File: config.mk
export PLATFORM = sky130hd
export DESIGN_NAME = rat_flag_unit_flat
export DESIGN_NICKNAME = d
export VERILOG_FILES = /design/src/rtl/rat_flag_if.sv /design/src/rtl/rat_flag_unit.sv /design/src/flat_wrapper.sv
export SDC_FILE = /design/constraint.sdc
export NUM_CORES = 1
export LEC_CHECK = 0
export CAP_MARGIN = 20
export CORE_AREA = 4 4 41 43
export CTS_CLUSTER_SIZE = 8
export DETAILED_ROUTE_END_ITERATION = 16
export DIE_AREA = 0 0 45 47
export GPL_ROUTABILITY_DRIVEN = 1
export GPL_TIMING_DRIVEN = 1
export PLACE_DENSITY_LB_ADDON = 0.25
export SLEW_MARGIN = 20
export SYNTH_ARGS = -nofsm -noshare
export SYNTH_HDL_FRONTEND = slang
export SYNTH_SLANG_ARGS = --single-unit
File: constraint.sdc
create_clock -name CLK -period 1.3 [get_ports CLK]
set_clock_uncertainty 0.15 [all_clocks]
set_input_delay 0.26 -clock CLK [delete_from_list [all_inputs] [get_ports CLK]]
set_output_delay 0.26 -clock CLK [all_outputs]
set_load 0.1 [all_outputs]
File: src/rtl/rat_flag_if.sv
// Bundle of control, ALU and status signals between the RAT control unit,
// the ALU and the flag unit.
interface rat_flag_if;
    logic       ALU_C;
    logic       ALU_Z;
    logic       FLG_C_LD;
    logic       FLG_Z_LD;
    logic       FLG_LD_SEL;
    logic       FLG_C_SET;
    logic       FLG_C_CLR;
    logic       FLG_SHAD_LD;
    logic       I_SET;
    logic       I_CLR;
    logic       INTR_IN;
    logic       INTR_ACK;
    logic [2:0] BR_COND;
    logic       C_FLAG;
    logic       Z_FLAG;
    logic       I_FLAG;
    logic       INTR_REQ;
    logic       BR_TAKE;

    modport master (
        output ALU_C, ALU_Z, FLG_C_LD, FLG_Z_LD, FLG_LD_SEL, FLG_C_SET, FLG_C_CLR,
               FLG_SHAD_LD, I_SET, I_CLR, INTR_IN, INTR_ACK, BR_COND,
        input  C_FLAG, Z_FLAG, I_FLAG, INTR_REQ, BR_TAKE
    );

    modport slave (
        input  ALU_C, ALU_Z, FLG_C_LD, FLG_Z_LD, FLG_LD_SEL, FLG_C_SET, FLG_C_CLR,
               FLG_SHAD_LD, I_SET, I_CLR, INTR_IN, INTR_ACK, BR_COND,
        output C_FLAG, Z_FLAG, I_FLAG, INTR_REQ, BR_TAKE
    );
endinterface

File: src/rtl/rat_flag_unit.sv
// RAT status flags (C, Z, I), ISR shadow copies, branch evaluation and
// synchronised, edge-detected interrupt request generation.
module rat_flag_unit #(
    parameter int   SYNC_STAGES = 2,
    parameter logic RESET_I     = 1'b0
) (
    input  logic        CLK,
    input  logic        RST_N,
    rat_flag_if.slave   bus
);

    function automatic logic br_decide(input logic [2:0] cond, input logic c, input logic z);
        logic take;
        case (cond)
            3'b000:  take = 1'b1;
            3'b001:  take = c;
            3'b010:  take = ~c;
            3'b011:  take = z;
            3'b100:  take = ~z;
            default: take = 1'b0;
        endcase
        return take;
    endfunction

    logic                   r_c;
    logic                   r_z;
    logic                   r_i;
    logic                   r_req;
    logic                   r_shad_c;
    logic                   r_shad_z;
    logic                   r_edge_d;
    logic [SYNC_STAGES-1:0] r_sync;

    logic w_c_src;
    logic w_z_src;
    logic w_sync_out;
    logic w_rise;

    // Load-source mux: ALU results normally, shadow copies on return from ISR
    always_comb begin
        w_c_src = 1'b0;
        w_z_src = 1'b0;
        if (bus.FLG_LD_SEL) begin
            w_c_src = r_shad_c;
            w_z_src = r_shad_z;
        end else begin
            w_c_src = bus.ALU_C;
            w_z_src = bus.ALU_Z;
        end
    end

    assign w_sync_out = r_sync[SYNC_STAGES-1];
    assign w_rise     = w_sync_out & ~r_edge_d;

    // Architectural C and Z flags
    always_ff @(posedge CLK or negedge RST_N) begin
        if (!RST_N) begin
            r_c <= 1'b0;
            r_z <= 1'b0;
        end else begin
            if (bus.FLG_C_CLR) begin
                r_c <= 1'b0;
            end else if (bus.FLG_C_SET) begin
                r_c <= 1'b1;
            end else if (bus.FLG_C_LD) begin
                r_c <= w_c_src;
            end else begin
                r_c <= r_c;
            end
            if (bus.FLG_Z_LD) begin
                r_z <= w_z_src;
            end else begin
                r_z <= r_z;
            end
        end
    end

    // Shadow copies take the pre-edge flags, so a same-cycle load is not seen
    always_ff @(posedge CLK or negedge RST_N) begin
        if (!RST_N) begin
            r_shad_c <= 1'b0;
            r_shad_z <= 1'b0;
        end else if (bus.FLG_SHAD_LD || bus.INTR_ACK) begin
            r_shad_c <= r_c;
            r_shad_z <= r_z;
        end else begin
            r_shad_c <= r_shad_c;
            r_shad_z <= r_shad_z;
        end
    end

    // Interrupt enable flag
    always_ff @(posedge CLK or negedge RST_N) begin
        if (!RST_N) begin
            r_i <= RESET_I;
        end else if (bus.INTR_ACK || bus.I_CLR) begin
            r_i <= 1'b0;
        end else if (bus.I_SET) begin
            r_i <= 1'b1;
        end else begin
            r_i <= r_i;
        end
    end

    // INTR_IN synchroniser chain followed by the edge-detect flop
    always_ff @(posedge CLK or negedge RST_N) begin
        if (!RST_N) begin
            r_sync   <= '0;
            r_edge_d <= 1'b0;
        end else begin
            r_sync   <= {r_sync[SYNC_STAGES-2:0], bus.INTR_IN};
            r_edge_d <= w_sync_out;
        end
    end

    // Held request: ACK beats a coincident edge; masked edges are dropped
    always_ff @(posedge CLK or negedge RST_N) begin
        if (!RST_N) begin
            r_req <= 1'b0;
        end else if (bus.INTR_ACK) begin
            r_req <= 1'b0;
        end else if (w_rise && r_i) begin
            r_req <= 1'b1;
        end else begin
            r_req <= r_req;
        end
    end

    assign bus.C_FLAG   = r_c;
    assign bus.Z_FLAG   = r_z;
    assign bus.I_FLAG   = r_i;
    assign bus.INTR_REQ = r_req;
    assign bus.BR_TAKE  = br_decide(bus.BR_COND, r_c, r_z);

endmodule
File: src/flat_wrapper.sv
// flat-port wrapper written by rule: the top's interface ports become plain ports
module rat_flag_unit_flat 
#(
    parameter int   SYNC_STAGES = 2,
    parameter logic RESET_I     = 1'b0
)
  (CLK, RST_N, bus_ALU_C, bus_ALU_Z, bus_FLG_C_LD, bus_FLG_Z_LD, bus_FLG_LD_SEL, bus_FLG_C_SET, bus_FLG_C_CLR, bus_FLG_SHAD_LD, bus_I_SET, bus_I_CLR, bus_INTR_IN, bus_INTR_ACK, bus_BR_COND, bus_C_FLAG, bus_Z_FLAG, bus_I_FLAG, bus_INTR_REQ, bus_BR_TAKE);
  rat_flag_if bus_i ();
  input  logic CLK;
  input  logic RST_N;
  input wire logic [$bits(bus_i.ALU_C)-1:0] bus_ALU_C;
  input wire logic [$bits(bus_i.ALU_Z)-1:0] bus_ALU_Z;
  input wire logic [$bits(bus_i.FLG_C_LD)-1:0] bus_FLG_C_LD;
  input wire logic [$bits(bus_i.FLG_Z_LD)-1:0] bus_FLG_Z_LD;
  input wire logic [$bits(bus_i.FLG_LD_SEL)-1:0] bus_FLG_LD_SEL;
  input wire logic [$bits(bus_i.FLG_C_SET)-1:0] bus_FLG_C_SET;
  input wire logic [$bits(bus_i.FLG_C_CLR)-1:0] bus_FLG_C_CLR;
  input wire logic [$bits(bus_i.FLG_SHAD_LD)-1:0] bus_FLG_SHAD_LD;
  input wire logic [$bits(bus_i.I_SET)-1:0] bus_I_SET;
  input wire logic [$bits(bus_i.I_CLR)-1:0] bus_I_CLR;
  input wire logic [$bits(bus_i.INTR_IN)-1:0] bus_INTR_IN;
  input wire logic [$bits(bus_i.INTR_ACK)-1:0] bus_INTR_ACK;
  input wire logic [$bits(bus_i.BR_COND)-1:0] bus_BR_COND;
  output wire logic [$bits(bus_i.C_FLAG)-1:0] bus_C_FLAG;
  output wire logic [$bits(bus_i.Z_FLAG)-1:0] bus_Z_FLAG;
  output wire logic [$bits(bus_i.I_FLAG)-1:0] bus_I_FLAG;
  output wire logic [$bits(bus_i.INTR_REQ)-1:0] bus_INTR_REQ;
  output wire logic [$bits(bus_i.BR_TAKE)-1:0] bus_BR_TAKE;
  assign bus_i.ALU_C = bus_ALU_C;
  assign bus_i.ALU_Z = bus_ALU_Z;
  assign bus_i.FLG_C_LD = bus_FLG_C_LD;
  assign bus_i.FLG_Z_LD = bus_FLG_Z_LD;
  assign bus_i.FLG_LD_SEL = bus_FLG_LD_SEL;
  assign bus_i.FLG_C_SET = bus_FLG_C_SET;
  assign bus_i.FLG_C_CLR = bus_FLG_C_CLR;
  assign bus_i.FLG_SHAD_LD = bus_FLG_SHAD_LD;
  assign bus_i.I_SET = bus_I_SET;
  assign bus_i.I_CLR = bus_I_CLR;
  assign bus_i.INTR_IN = bus_INTR_IN;
  assign bus_i.INTR_ACK = bus_INTR_ACK;
  assign bus_i.BR_COND = bus_BR_COND;
  assign bus_C_FLAG = bus_i.C_FLAG;
  assign bus_Z_FLAG = bus_i.Z_FLAG;
  assign bus_I_FLAG = bus_i.I_FLAG;
  assign bus_INTR_REQ = bus_i.INTR_REQ;
  assign bus_BR_TAKE = bus_i.BR_TAKE;
  rat_flag_unit #(.SYNC_STAGES(SYNC_STAGES), .RESET_I(RESET_I)) u_core (.CLK(CLK), .RST_N(RST_N), .bus(bus_i));
endmodule
==> results of run 1 <==
cells in the mapped netlist:
library cell  instances
a21oi_1               2
a311oi_1              1
mux2i_1               2
dfrtp_1               9
mux2_1                2
nor2_1                4
nor3_1                2
o22ai_1               1
a221o_1               1
inv_1                 3
nand3b_1              1
and4b_1               1
layout by cell type, fill, tap and decap left out:
cell             instances
nor2_1                   4
dlymetal6s2s_1           1
a311oi_1                 1
buf_12                   5
mux2_1                   1
inv_1                    3
a21oi_1                  2
dfrtp_2                  2
nand3b_1                 1
buf_4                    3
clkinv_2                 1
nor3_1                   2
o22ai_1                  1
dfrtp_4                  2
and4b_1                  1
a221o_4                  1
mux2i_1                  2
dfrtp_1                  5
dlygate4sd2_1            1
mux2_4                   1
clkbuf_4                 3
clkdlybuf4s50_1         14
buf_6                    2
registers in the layout (all words and copies together) (netlist names):
register,flops
u_core.r_edge_d,1
u_core.bus.C_FLAG,1
u_core.r_sync,2
u_core.bus.I_FLAG,1
u_core.r_shad_c,1
u_core.bus.Z_FLAG,1
u_core.bus.INTR_REQ,1
u_core.r_shad_z,1
layout make-up:
class | count | area [sq um] | area share [%]
Multi-Input combinational cell | 17 | 135 | 18.4
Tap cell | 15 | 18.8 | 2.56
Sequential cell | 9 | 235 | 32.0
Inverter | 3 | 11.3 | 1.53
Timing Repair Buffer | 26 | 307 | 41.7
Clock inverter | 1 | 5.00 | 0.681
Clock buffer | 3 | 22.5 | 3.07
report_power, final:
group          leakage [nW]  internal [mW]  switching (mW)  total, mW
registers             0.104          0.308          0.0176      0.326
logic                 0.209          0.145           0.150      0.295
clock network        0.0177          0.114           0.103      0.216
kinds of logic (layout without fill, tap and decap cells):
| group | after synthesis | count (layout) |
|---|---|---|
| simple gates | 8 | 8 |
| compound gates | 5 | 5 |
| mux | 4 | 4 |
| buf+inv | 3 | 33 |
| flops | 9 | 9 |
timing repair:
action | in CTS | in global routing
resized for setup | 3 | 3
setup buffers | 2 | 1
setup endpoints to repair | 3 | 5
critical path, stage by stage, from the launching register on:
cell	delay, ps
dfrtp_4	490
and4b_1	200
a221o_4	340
buf_12	170
per-layer routing:
layer	up-vias	GRT usage, %	part of all wire, %
li1	166	-	-
met1	160	11.5	41
met2	9	17.8	54
met3	2	2.30	4.6
met4	0	8.77	0.64
met5	-	0	0
how the worst max path moves through the flow:
stage	startpoint	to	slack (ps)	cells after the start
6_report	u_core.bus.Z_FLAG	bus_BR_TAKE	-570	3
3_3_place_gp	bus_BR_COND[2]	bus_BR_TAKE	-570	4
5_1_grt	u_core.bus.Z_FLAG	bus_BR_TAKE	-600	3
3_5_place_dp	bus_BR_COND[2]	bus_BR_TAKE	-580	4
4_1_cts	u_core.bus.Z_FLAG	bus_BR_TAKE	-560	3
2_1_floorplan	u_core.bus.Z_FLAG	bus_BR_TAKE	-430	2
through the flow:
step / setup slack [ps] / instances
detailed placement: -584 / 68
CTS: -555 / 74
global route: -602 / 74
floorplan: -427 / 29
finish: -567 / 74
global placement: -572 / 68
==> summary.txt, run 1 <==
STA
  – Min Tclk post-route: about 1900 ps
  – Fmax achieved: roughly 0.54 GHz
  – Endpoints failing setup: 3
  – Fin Setup TNS: -863 ps
  – Slew Limit Headroom: 73.6%
  – Max-slew violations: 0
  – Final hold slack: 138 ps
  – Slew @ Worst Pin: between 300 and 400 ps
  – Fin crit share: 144%
  – Hold Fails Final Rpt: 0
  – Fin worst setup slack: -567 ps
  – Unrepaired setup endpoints after global routing: yes

GRT
  – Number of global-route vias before repair: approximately 370
  – Grt ovf: 0
  – Global-route total usage across every layer: between 10% and 20%
  – Initial antenna violation count: 0
  – Largest net degree at the start of global routing: 10
  – First-pass GRT wire length: approximately 1500 microns

Synthesis
  – Sequential cell area fraction in the yosys report: a little over three fifths
  – Cell taking the most area after synthesis: dfrtp_1
  – Mux contribution to synthesized area: 11.9%
  – Synth Area in Simple Gates: 11.9%
  – Synth Area in Compound Gates: approximately 9.8%
  – Cell variety after synth: 12
  – Yosys reg bits: 9
  – Syn Inst Count: 29
  – Cell Area, Synth: approximately 360 sq um
  – Largest family of logic cells by synthesized area: simple AND/OR/NAND/NOR gates
  – Syn_area_per_cell: approximately 12 sq um
  – Synthesis Warnings: 0
  – Syn nets: 46
  – Synth Area in Adders: 0%
  – XOR/XNOR share of the synthesized area: 0%
  – Yosys top cell area share: between 60% and 70%
  – Area contributors post-synth: dfrtp_1 63%, mux2_1 6.3%, mux2i_1 5.6%

Worst setup path
  – CP endpoint kind: output pin
  – Critical path arrival: approximately 1500 ps
  – CP Max Fanout: 3
  – Worst r2r path cells: 3
  – R2r endpoint: u_core.r_shad_z
  – Reg2Reg Launch Point: u_core.bus.Z_FLAG
  – Worst endpoint required time: approximately 890 ps
  – Kind of critical path: reg -> out
  – Startpoint types: flop
  – Flop2flop setup slack: about 30 ps

Route
  – DR DRC count: 0
  – Avg WL per Cell: 12.7 microns
  – Drt total wl: 938 microns
  – Detailed Routing Iterations Pass 1: 2
  – ANT nets after route: 0
  – Via count: roughly 340
  – 1st-iter DRT viols: 1
  – Vias/cell: around 4.6

Die
  – # rows: 13
  – Die width: about 45 microns
  – Die area: roughly 0.0021 sq mm
  – Core Area: 0.00130 sq mm
  – Die height: ~47 microns
  – Initial Utilization: a little over a quarter
  – I/O pin total: 22

Placement
  – HPWL after DPL: 727 microns
  – Area after DPL: about 680 sq um
  – Port Buffers: 21
  – GPL Wtd Cong: around 0.67

Cells and area
  – Area delta synth->final: 106%
  – Final core area utilization: a little under three fifths
  – Filler cells: ~120
  – Final instance area: ~730 sq um
  – Fraction of layout cells with a size suffix above 1: around 34%
  – Ant. Diodes: 0
  – Final net count: 77

Clock network
  – Worst-Skew Late Latency: 260 ps
  – Clock-pin slew on the worst setup and hold paths: about 60 ps
  – CTS Hold Bufs: 0
  – Sink Count: 9
  – TritonCTS clock tree: built
  – Total number of H-tree levels: 1
  – Cts bufs inserted: 3
  – Root Buffer: clkbuf_4
  – Max Buffers Root-to-Sink: 2

Power and ir drop
  – Power Total: around 840 uW
  – Leak pwr: 0.330 nW
  – Maximum vdd ir drop: between 0.0005 and 0.0006 V
  – Pwr dens: 1140 mW/mm^2

Worst hold path
  – Min-delay worst type: in -> async

Flow run
  – Max_cap viols: 0

Run status
  – Status: finished, violations left
  – Violated checks: setup timing
(Power assumes the default switching activity.)
==> run 2: changes to the inputs <==
CTS_CLUSTER_DIAMETER = 50   (was unset)
REMOVE_ABC_BUFFERS = 1   (was unset)
SLEW_MARGIN = 25   (was 20)
==> run 2 against run 1 <==
Effect of this change: the flow still finishes with violations (setup timing); die area is the same; critical path depth stayed put; first-iteration DRC count grew to 5.0 times the previous value; via count is 4.7% higher; clock-buffer cell count up 1; maximum frequency rose by 8.3%; sequential cell count is the same; sequential power fell by 2%; routed wire length decreased by 2.9%; register-to-register slack got worse by 30 ps; clock power hardly changed; design area down 1.7%; critical path type unchanged; largest power group unchanged; highest routed layer unchanged.
==> summary.txt, run 2 (same netlist as run 1, synthesis figures left out) <==
STA
  – Max-slew violations: 0 (unchanged)
  – Min Tclk post-route: 1720 ps (-143 ps)
  – Fin worst setup slack: -424 ps (+143 ps)
  – Slew @ Worst Pin: 389 ps (-4.97 ps)
  – Slew Limit Headroom: 74.0% (+0.33 points)
  – Fin crit share: 133% (-11 points)
  – Endpoints failing setup: 3 (unchanged)
  – Fmax achieved: 0.580 GHz (+8.3%)
  – Unrepaired setup endpoints after global routing: yes
  – Hold Fails Final Rpt: 0 (unchanged)
  – Final hold slack: 138 ps (+0.105 ps)

Flow run
  – Max_cap viols: 0 (unchanged)

Run status
  – Status: finished, violations left
  – Violated checks: setup timing

Clock network
  – Root Buffer: clkbuf_4
  – Worst-Skew Late Latency: 260 ps (about the same)
  – Max Buffers Root-to-Sink: 2 (unchanged)
  – Cts bufs inserted: 3 (unchanged)
  – TritonCTS clock tree: built
  – Sink Count: 9 (unchanged)
  – Clock-pin slew on the worst setup and hold paths: 60 ps (about the same)
  – Total number of H-tree levels: 1 (unchanged)

Cells and area
  – Area delta synth->final: 102%
  – Max reg flops: 2 (unchanged)
  – Post-Layout Cell Count: 76 (+2.7%)
  – Largest register by flop count: u_core.r_sync
  – Ant. Diodes: 0 (unchanged)
  – Final net count: 79 (+2.6%)
  – Most frequent cells in the layout: 13 x clkdlybuf4s50_1, 9 x dfrtp_1, 5 x buf_12, 4 x nor2_1, 4 x buf_4
  – Most common cell after layout, fill and taps aside: clkdlybuf4s50_1
  – Filler cells: 123 (+4.2%)
  – Fraction of layout cells with a size suffix above 1: 24.6% (-9.3 points)

Worst setup path
  – Worst r2r path cells: 4 (+1)
  – Flop2flop setup slack: 0 ps (-30 ps)
  – R2r endpoint: u_core.r_shad_z
  – Startpoint types: flop
  – CP Launch Point: u_core.bus.Z_FLAG
  – CP endpoint kind: output pin
  – CP Max Fanout: 3 (unchanged)
  – Worst endpoint required time: 890 ps (about the same)
  – Critical path arrival: 1310 ps (-150 ps)
  – Kind of critical path: reg -> out
  – Reg2Reg Launch Point: u_core.bus.Z_FLAG

Route
  – Via count: 353 (+4.7%)
  – Drt total wl: 911 microns (-2.9%)
  – Avg WL per Cell: 12.0 microns (-5.4%)
  – DR DRC count: 0 (unchanged)
  – 1st-iter DRT viols: 5 (+4)
  – Vias/cell: 4.64 (+2.0%)
  – ANT nets after route: 0 (unchanged)
  – Detailed Routing Iterations Pass 1: 2 (unchanged)

Power and ir drop
  – Sw power: 262 uW (-2.9%)
  – Reg power frac: 38.5% (-0.4 points)
  – Switching share of total power: 31.7% (-0.59 points)
  – Internal: 565 uW (-0.25%)
  – Clk pwr share: 25.9% (about the same)
  – Leak pwr: 0.329 nW (-0.32%)
  – Pwr dens: 1150 mW/mm^2 (+0.60%)
  – Combinational share of power: 35.7% (+0.5 points)
  – Maximum vdd ir drop: 0.000683 V (+36%)

Die
  – I/O pin total: 22 (unchanged)
  – Die width: 45 microns (unchanged)
  – Core Area: 0.00130 sq mm (unchanged)
  – Die area: 0.00212 sq mm (unchanged)
  – Die height: 47 microns (unchanged)
  – Initial Utilization: 27.4% (unchanged)
  – # rows: 13 (unchanged)

Placement
  – Setup WS pre-CTS: -536 ps (+48.1 ps)
  – Placed Instances: 68 (unchanged)
  – Port Buffers: 21 (unchanged)
  – HPWL after DPL: 684 microns (-5.8%)
  – GPL Wtd Cong: 0.632 (-5.0%)

GRT
  – Grt ovf: 0 (unchanged)
  – First-pass GRT wire length: 1390 microns (-9.4%)
  – Number of global-route vias before repair: 379 (+2.2%)
  – Global-route total usage across every layer: 9.59% (-1.0 points)
  – Initial antenna violation count: 0 (unchanged)
  – Largest net degree at the start of global routing: 10 (unchanged)

Worst hold path
  – Min-delay worst type: in -> async
run 2: worst max path at each step:
| stage | cells after the start | to |
|---|---|---|
| global placement | 4 | bus_BR_TAKE |
| floorplan | 2 | bus_BR_TAKE |
| finish | 3 | bus_BR_TAKE |
| CTS | 3 | bus_BR_TAKE |
| global route | 3 | bus_BR_TAKE |
| detailed placement | 4 | bus_BR_TAKE |
run 2: power by group through the flow:
stage | clock network (mW) | logic, mW | registers, mW
2_1_floorplan | 0 | 0.0624 | 0.388
3_3_place_gp | 0 | 0.270 | 0.322
3_5_place_dp | 0 | 0.272 | 0.323
4_1_cts | 0.221 | 0.284 | 0.318
5_1_grt | 0.235 | 0.308 | 0.321
6_report | 0.214 | 0.295 | 0.318
run 2: worst max-delay path, stage by stage, from the launching register on:
cell     delay, ps
dfrtp_1        400
and4b_1        180
a221o_1        300
buf_12         180
run 2: area by class of cell:
type                       count  area [sq um]  area share, %
multi-input combinational     17           120           16.6
tap                           15          18.8           2.60
clock buffer                   4          26.3           3.64
timing repair buffer          28           320           44.4
inverter                       3          11.3           1.56
sequential                     9           225           31.2
run 2: per-stage QoR:
step | TNS (ps) | total power, mW | area (sq um) | util [%]
after floorplan | -2120 | 0.451 | 357 | -
after global routing | -891 | 0.864 | 722 | 55.5
after detailed placement | -1170 | 0.595 | 658 | 50.6
after global placement | -1100 | 0.592 | 658 | 50.6
after CTS | -687 | 0.823 | 703 | 54.0
final | -779 | 0.827 | 722 | 55.5
run 2: routing by layer:
metal | vias up | GRT usage (%) | part of all wire, %
met3 | 2 | 3.07 | 15
met1 | 163 | 8.47 | 37
met2 | 21 | 16.7 | 47
met4 | 0 | 9.94 | 1.6
li1 | 167 | - | -
met5 | - | 0 | 0
run 2: what timing repair did:
item                       4_1_cts  5_1_grt
gates cloned                     0        0
resized for setup                5        1
hold buffers                     0        0
setup buffers                    2        2
pin swaps                        2        1
setup endpoints to repair        3        4
==> run 3: changes to the inputs <==
ABC_AREA = 1   (was unset)
GPL_TIMING_DRIVEN = 0   (was 1)
==> run 3 against run 2 <==
Effect of this change: the run still ends with setup timing left; combinational power shrank 3%; cell count grew 18%; sequential cell count is the same; critical endpoint unchanged; largest cell class unchanged.
==> summary.txt, run 3 <==
Cells and area
  – Final instance area: 746 sq um (+3.3%)
  – Max reg flops: 2 (unchanged)
  – Ant. Diodes: 0 (unchanged)
  – Area delta synth->final: 91.0%
  – Final core area utilization: 57.3% (+1.8 points)
  – Fraction of layout cells with a size suffix above 1: 30.7% (+6.1 points)
  – Final net count: 93 (+18%)
  – Post-Layout Cell Count: 90 (+18%)
  – Largest register by flop count: u_core.r_sync
  – Filler cells: 122 (-0.81%)
  – Most frequent cells in the layout: 13 x clkdlybuf4s50_1, 8 x nand2_1, 7 x dfrtp_1, 5 x inv_1
  – Most common cell after layout, fill and taps aside: clkdlybuf4s50_1

Power and ir drop
  – Power Total: 822 uW (-0.67%)
  – Leak pwr: 0.355 nW (+7.9%)
  – Maximum vdd ir drop: 0.000796 V (+16%)
  – Pwr dens: 1100 mW/mm^2 (-3.8%)

STA
  – Fin Setup TNS: -407 ps (+372 ps)
  – Endpoints failing setup: 3 (unchanged)
  – Slew Limit Headroom: 73.9% (-0.093 points)
  – Slew @ Worst Pin: 390 ps (+1.40 ps)
  – Fin crit share: 120% (-13 points)
  – Hold Fails Final Rpt: 0 (unchanged)
  – Max-slew violations: 0 (unchanged)
  – Min Tclk post-route: 1560 ps (-165 ps)
  – Unrepaired setup endpoints after global routing: yes
  – Final hold slack: 136 ps (-2.59 ps)
  – Fmax achieved: 0.641 GHz (+11%)
  – Fin worst setup slack: -259 ps (+165 ps)

Synthesis
  – Area contributors post-synth: dfrtp_1 58%, nand2_1 8.7%, inv_1 5.8%
  – Post-synth EDFFs: 0 (unchanged)
  – Syn Inst Count: 44 (+52%)
  – Cell Area, Synth: 390 sq um (+9.5%)
  – Yosys top cell area share: 57.7% (-5.5 points)
  – Sequential cell area fraction in the yosys report: 57.7% (-5.5 points)
  – Commonest cells in the netlist: 9 x dfrtp_1, 9 x nand2_1, 6 x inv_1, 4 x nor2_1, 3 x nand3_1
  – Main synth FF type: dfrtp_1
  – Cell variety after synth: 17 (+5)
  – Yosys reg bits: 9 (unchanged)
  – Post-synth ARST share: 100% (unchanged)
  – Synthesis Warnings: 0 (unchanged)
  – Cell taking the most area after synthesis: dfrtp_1
  – Syn_area_per_cell: 8.87 sq um (-28%)

Route
  – Vias/cell: 4.19 (-9.8%)
  – 1st-iter DRT viols: 14 (+9)
  – DR DRC count: 0 (unchanged)
  – Avg WL per Cell: 9.66 microns (-19%)
  – ANT nets after route: 0 (unchanged)
  – Via count: 377 (+6.8%)
  – Drt total wl: 869 microns (-4.6%)
  – Detailed Routing Iterations Pass 1: 4 (+2)

Flow run
  – Max_cap viols: 0 (unchanged)

Worst setup path
  – WP buf/inv: 2 (+1)
  – Worst endpoint required time: 890 ps (about the same)
  – Startpoint types: flop
  – Critical path arrival: 1150 ps (-160 ps)
  – CP Max Fanout: 3 (unchanged)
  – Slowest cell on crit path: dfrtp_2
  – Cell family with most CP delay: flip-flops
  – Crit-path cells: inv_2 > o21ai_1 > nand2_1 > nand2_2 > buf_12
  – Kind of critical path: reg -> out
  – CP endpoint kind: output pin
  – Crit-path max cell delay: 400 ps (about the same)

Run status
  – Status: finished, violations left
  – Violated checks: setup timing

Clock network
  – Cts bufs inserted: 3 (unchanged)
  – TritonCTS clock tree: built
  – Max Buffers Root-to-Sink: 2 (unchanged)
  – Clock-pin slew on the worst setup and hold paths: 70 ps (about the same)
  – Total number of H-tree levels: 1 (unchanged)
  – CTS Hold Bufs: 0 (unchanged)
  – Worst-Skew Late Latency: 260 ps (about the same)
  – Sink Count: 9 (unchanged)
  – Root Buffer: clkbuf_4

Die
  – Initial Utilization: 30.0% (+2.6 points)
  – # rows: 13 (unchanged)
  – Core Area: 0.00130 sq mm (unchanged)
  – Die area: 0.00212 sq mm (unchanged)
  – Die width: 45 microns (unchanged)
  – Die height: 47 microns (unchanged)
  – I/O pin total: 22 (unchanged)

GRT
  – Largest net degree at the start of global routing: 10 (unchanged)
  – Number of global-route vias before repair: 355 (-6.3%)
  – Initial antenna violation count: 0 (unchanged)
  – Grt ovf: 0 (unchanged)
  – Global-route total usage across every layer: 9.78% (+0.18 points)
  – First-pass GRT wire length: 1380 microns (-0.93%)

Worst hold path
  – Min-delay worst type: in -> async

Placement
  – Setup WS pre-CTS: -1270 ps (-733 ps)
  – HPWL after DPL: 703 microns (+2.7%)
  – GPL Wtd Cong: 0.611 (-3.4%)
  – Area after DPL: 619 sq um (-5.9%)
  – Placed Instances: 80 (+18%)
  – Port Buffers: 21 (unchanged)
-- run 3: area by class of cell --
type | count | area [sq um] | area share [%]
multi-input combinational | 28 | 141 | 19.0
clock buffer | 3 | 22.5 | 3.02
sequential | 9 | 228 | 30.5
clock inverter | 1 | 5.00 | 0.671
timing repair buffer | 27 | 304 | 40.8
tap | 15 | 18.8 | 2.52
inverter | 7 | 26.3 | 3.52
-- run 3: path summary, 6_finish.rpt --
| path | start | endpoint | slack [ps] | depth (start not counted) |
|---|---|---|---|---|
| hold reg to reg | u_core.r_sync[0] | u_core.r_sync[1] | 200 | 0 |
| hold / removal | RST_N | u_core.r_shad_c | 140 | 1 |
| setup reg to reg | u_core.bus.C_FLAG | u_core.bus.C_FLAG | 230 | 4 |
| min in group CLK | u_core.r_sync[0] | u_core.r_sync[1] | 200 | 0 |
| max in group asynchronous | RST_N | u_core.bus.C_FLAG | 560 | 1 |
| setup / recovery | u_core.bus.C_FLAG | bus_BR_TAKE | -260 | 5 |
-- run 3: repair_timing --
action                                  CTS  global route
endpoints found under the setup margin    5             5
buffers inserted                          5             1
pin swaps                                 4             0
resized for setup                        51             2
-- run 3: layer usage --
metal	track usage, %	part of all wire [%]
met1	10.4	41
met2	16.1	54
met3	6.90	4.6
met4	1.75	0
met5	0	0
-- run 3: cells by family (layout without fill, tap and decap cells) --
group,count (synthesis),after routing,share of synthesized area [%]
buffers and inverters,7,38,6.73
DFF,9,9,57.7
AOI/OAI and AO/OA,6,6,8.65
and+or+nand+nor,22,22,26.9
-- run 3: power by group --
| part | internal, mW | switching, mW | total [mW] |
|---|---|---|---|
| sequential | 0.303 | 0.0148 | 0.318 |
| clock | 0.114 | 0.104 | 0.217 |
| combinational | 0.132 | 0.154 | 0.287 |
-- run 3: worst reg2reg max path: stages, from the launching register on --
cell and delay (ps):
dfrtp_2 430, buf_6 130, buf_4 120, nand4_1 70
nand2_1 50
